[config.mk]
export PLATFORM = sky130hd
export DESIGN_NAME = run_pulse_gen
export DESIGN_NICKNAME = d
export VERILOG_FILES = /design/src/rtl/run_gen_pkg.sv /design/src/rtl/run_seg_counter.sv /design/src/rtl/run_pulse_gen.sv
export SDC_FILE = /design/constraint.sdc
export NUM_CORES = 1
export LEC_CHECK = 0
export CORE_ASPECT_RATIO = 1.75
export CORE_MARGIN = 3
export CORE_UTILIZATION = 50
export DETAILED_ROUTE_END_ITERATION = 8
export GPL_ROUTABILITY_DRIVEN = 0
export PLACE_DENSITY_LB_ADDON = 0.08
export SETUP_SLACK_MARGIN = 0.4
export SYNTH_ARGS = -nofsm -noshare
export SYNTH_HDL_FRONTEND = slang
export SYNTH_SLANG_ARGS = --single-unit
export TNS_END_PERCENT = 10
[constraint.sdc]
create_clock -name clk -period 2 [get_ports clk]
set_input_delay 0.3 -clock clk [delete_from_list [all_inputs] [get_ports clk]]
set_output_delay 0.3 -clock clk [all_outputs]
set_load 0.03 [all_outputs]
[src/rtl/run_gen_pkg.sv]
// Shared types and defaults for the run-length pulse generator.
package run_gen_pkg;

  localparam int DEFAULT_CNT_W = 8;

  typedef enum logic [1:0] {
    IDLE,
    HIGH,
    LOW
  } run_state_t;

endpackage

[src/rtl/run_seg_counter.sv]
// Loadable down-counter timing one segment (high or low run) of a pair.
module run_seg_counter
  import run_gen_pkg::*;
#(
  parameter int CNT_W = DEFAULT_CNT_W
) (
  input  logic             clk,
  input  logic             reset,
  input  logic             load,
  input  logic             en,
  input  logic [CNT_W-1:0] load_val,
  output logic [CNT_W-1:0] count,
  output logic             zero
);

  // NOTE: sequential state uses non-blocking assignments so every flop samples pre-edge values.
  always_ff @(posedge clk or posedge reset) begin
    if (reset)     count <= '0;
    else if (load) count <= load_val;
    else if (en)   count <= count - CNT_W'(1);
  end

  assign zero = (count == '0);

endmodule

[src/rtl/run_pulse_gen.sv]
// Serial run-length pulse generator: emits req_high ones then req_low zeros per accepted pair.
// Optional RUN_PULSE_GEN_STATS_EN adds a 16-bit completed-pair counter output pair_cnt.
module run_pulse_gen
  import run_gen_pkg::*;
#(
  parameter int CNT_W = DEFAULT_CNT_W
) (
  input  logic             clk,
  input  logic             reset,
  input  logic             req_valid,
  input  logic [CNT_W-1:0] req_high,
  input  logic [CNT_W-1:0] req_low,
  output logic             req_ready,
  output logic             out,
  output logic             busy,
  output logic             done
`ifdef RUN_PULSE_GEN_STATS_EN
  ,
  output logic [15:0]      pair_cnt
`endif
);

  run_state_t       state;
  logic [CNT_W-1:0] low_q;
  logic [CNT_W-1:0] cnt;
  logic             cnt_zero;
  logic             cnt_load;
  logic             cnt_en;
  logic [CNT_W-1:0] cnt_val;
  logic             end_pair;
  logic             accept;

  // The final emitted cycle of a pair doubles as an accept slot for gapless streaming.
  assign end_pair  = (state == HIGH && cnt_zero && low_q == '0) || (state == LOW && cnt_zero);
  assign req_ready = !reset && (state == IDLE || end_pair);
  assign accept    = req_valid && req_ready;
  assign busy      = (state != IDLE);

  // NOTE: every signal written here gets a default first, so no latch is inferred.
  always_comb begin
    cnt_load = 1'b0;
    cnt_en   = 1'b0;
    cnt_val  = '0;
    if (accept) begin
      if (req_high != '0) begin
        cnt_load = 1'b1;
        cnt_val  = req_high - CNT_W'(1);
      end else if (req_low != '0) begin
        cnt_load = 1'b1;
        cnt_val  = req_low - CNT_W'(1);
      end
    end else if (state == HIGH && cnt_zero && low_q != '0) begin
      cnt_load = 1'b1;
      cnt_val  = low_q - CNT_W'(1);
    end else if (state != IDLE && !cnt_zero) begin
      cnt_en = 1'b1;
    end
  end

  run_seg_counter #(.CNT_W(CNT_W)) u_seg_counter (
    .clk      (clk),
    .reset    (reset),
    .load     (cnt_load),
    .en       (cnt_en),
    .load_val (cnt_val),
    .count    (cnt),
    .zero     (cnt_zero)
  );

  // done is registered one cycle early: it is set on the edge entering the last cycle of a pair.
  always_ff @(posedge clk or posedge reset) begin
    if (reset) begin
      state <= IDLE;
      out   <= 1'b0;
      done  <= 1'b0;
      low_q <= '0;
    end else begin
      done <= 1'b0;
      if (accept) begin
        low_q <= req_low;
        if (req_high != '0) begin
          state <= HIGH;
          out   <= 1'b1;
          done  <= (req_high == CNT_W'(1)) && (req_low == '0);
        end else if (req_low != '0) begin
          state <= LOW;
          out   <= 1'b0;
          done  <= (req_low == CNT_W'(1));
        end else begin
          state <= IDLE;
          out   <= 1'b0;
          done  <= 1'b1;
        end
      end else begin
        case (state)
          HIGH: begin
            if (!cnt_zero) begin
              done <= (cnt == CNT_W'(1)) && (low_q == '0);
            end else if (low_q != '0) begin
              state <= LOW;
              out   <= 1'b0;
              done  <= (low_q == CNT_W'(1));
            end else begin
              state <= IDLE;
              out   <= 1'b0;
            end
          end
          LOW: begin
            if (!cnt_zero) done  <= (cnt == CNT_W'(1));
            else           state <= IDLE;
          end
          default: ;
        endcase
      end
    end
  end

`ifdef RUN_PULSE_GEN_STATS_EN
  always_ff @(posedge clk or posedge reset) begin
    if (reset)     pair_cnt <= '0;
    else if (done) pair_cnt <= pair_cnt + 16'd1;
  end
`endif

endmodule

==> reports/summary.txt <==
Initial core utilization - 52.50%
Clock buffer depth - 2
Clock tree sinks - 20
First-pass GRT wire length - 11870 µm
DRT iter0 DRCs - 180
GRT Max-Usage Layer - met2
Crit path launch type - input pin
Worst setup EP type - flop
H-tree levels - 1
Sequential area share after synthesis - 28.05%
Post-Route WL - 9339 µm
Share of layout cells above drive strength 1 - 47.09%
Syn_area_per_cell - 8.073 µm²
RSZ-0062 raised after global routing - true
Worst EP arrival - 2.39 ns
Syn Inst Count - 221
Largest net degree at the start of global routing - 21
Core Area - 3398 µm²
Drt via density - 6.581
Peak Freq - 448.5 MHz
Measured slew at the worst slew-check pin - 0.5092 ns
Top Ports - 23
Insertion delay to the later sink of the worst-skew pair - 0.27 ns
WL/cell - 24.01 µm
Mapped Nets - 255
Syn Std Cell Area - 1784 µm²
Status - complete, but fails checks
Number of synthesized flops with an enable pin - 0
Post-route DRC violation count - 0
Max-cap violations - 0
Max-Slew Margin vs Limit - 65.57%
Core Rows - 28
Area growth, synth to finish - 79.52%
Kind of critical path - input pin to flop
Diodes inserted - 0
Grt met2 use - 65.92%
Number of synthesis warnings - 0
Netlist cell types - 41
Final setup violating endpoints - 11
VDD IR max - 1172 µV
M1 GR Usage - 35.91%
Worst slack at placement - -0.4529 ns
CTS Buf Count - 3
Total negative setup slack - -1.992 ns
Die height - 85.03 µm
Clock-pin transition on the worst setup and hold timing paths - 0.09 ns
Most frequent cells in the layout - 92 x buf_4, 29 x nand2_1, 20 x dfrtp_1
GRT Util Overall - 36.71%
Fillers - 111
Ys async rst share - 100.0%
Total global routing overflow - 0
TritonRoute pass-1 iters - 4
Antenna Nets Post-Route - 0
P_leak - 1.452 nW
Die Area - 4349 µm²
Clock Root Buffer - clkbuf_8
Met3 usage - 5.624%
HPWL Detailed - 4574 µm
Buffers on Ports - 22
Worst EP required - 2.16 ns
Final WS setup - -0.2297 ns
Initial antenna violation count - 0
Pwr/cell area - 1335 nW/µm²
Post-synth top flop - dfrtp_1
Max-slew violation count - 0
Crit Path Max Fanout - 7
Clock Skew - 0.006406 ns
Most common cell after layout, fill and taps aside - buf_4
Fin crit share - 111.5%
Final Hold Fails - 0
Tmin final - 2.230 ns
Seq cells post-synth - 20
Vias in the first global route - 2418
CTS tree - yes
Vias - 2560
Die width - 51.16 µm
HP Class - input pin to flop
Failing checks - negative setup slack
Net count, final - 379
## stage by stage
stage / util, % / instance area [µm²] / hold slack, ns / power [mW] / instances
4_1_cts: 90.68 / 3082 / 0.5131 / 3.806 / 385
6_report: 94.26 / 3203 / 0.5529 / 4.275 / 389
2_1_floorplan: - / 1837 / 0.2638 / 1.882 / 221
3_3_place_gp: 78.39 / 2664 / 0.5061 / 2.819 / 360
5_1_grt: 94.26 / 3203 / 0.5701 / 4.410 / 389
3_5_place_dp: 78.39 / 2664 / 0.5147 / 2.909 / 360
## cell type report
class | instances | area (µm²) | share of cell area (%)
clock buffer | 3 | 41.29 | 1.289
clock inverter | 1 | 30.03 | 0.9375
inverter | 15 | 56.30 | 1.758
multi-input combinational | 183 | 1531 | 47.81
sequential | 20 | 500.5 | 15.63
tap | 45 | 56.30 | 1.758
timing repair buffer | 122 | 987.2 | 30.82
## Yosys cell counts (all sizes together), types with 7 or more instances
cell type,n,area [µm²]
o21ai,14,70.07
xor2,11,96.34
nor2,13,48.80
dfrtp,20,500.5
nand2,34,127.6
inv,15,56.30
a21oi,12,60.06
nor4,7,71.31
nor3,16,90.09
ha,15,187.7
nand3,7,35.03
xnor2,8,70.07
## report_power, final
group          internal, mW  switching (mW)  total, mW
logic                  1.46            1.61       3.07
clock network         0.268           0.156      0.424
registers             0.596           0.188      0.784
## critical path, stage by stage
cell and delay (ns):
clkdlybuf4s50_1 0.43, buf_4 0.16, nor2_1 0.21, nand4_1 0.29, nor4_4 0.43, nor3_4 0.13, buf_4 0.16, o311a_1 0.28
## state kept, by name (all words and copies together) (netlist names)
signal               count
low_q                    8
u_seg_counter.count      8
state                    2
done                     1
out                      1
## cells by family (layout without fill, tap and decap cells)
logic type | after synthesis | in the layout | share of synthesized area (%)
and+or+nand+nor | 100 | 101 | 30.29
buffers and inverters | 19 | 141 | 4.137
xor gates and xnor gates | 19 | 19 | 9.327
DFF | 20 | 20 | 28.05
adders and majority gates | 15 | 15 | 10.52
AOI/OAI and AO/OA | 46 | 46 | 16.41
muxes | 2 | 2 | 1.262
## what timing repair did
action	in CTS	in global routing
resized for setup	60	21
hold buffers	0	0
setup endpoints to repair	22	23
gates cloned	1	0
buffers inserted	20	4
pin swaps	27	9
## path summary, 6_finish.rpt
path                                      startpoint                            endpoint  slack [ns]  cells past startpoint
min in group asynchronous                      reset  u_seg_counter.count[3]$_DFFE_PP0P_        0.58                      4
worst min-delay path                      req_low[5]                low_q[5]$_DFFE_PP0N_        0.55                      4
worst min register to register  state[0]$_DFFE_PP0P_                state[0]$_DFFE_PP0P_        0.55                      1
worst max register to register  low_q[0]$_DFFE_PP0N_  u_seg_counter.count[5]$_DFFE_PP0P_       -0.21                      9
max in group asynchronous                      reset  u_seg_counter.count[7]$_DFFE_PP0P_        1.19                      4
worst max-delay path                      req_low[6]  u_seg_counter.count[5]$_DFFE_PP0P_       -0.23                      8
## per-layer routing
layer,vias up,share of wire [%]
met5,-,0
met4,0,8.0
met3,80,7.6
met2,224,51
met1,1214,33
li1,1042,-
Note: power is estimated with default switching activity, not from simulation.
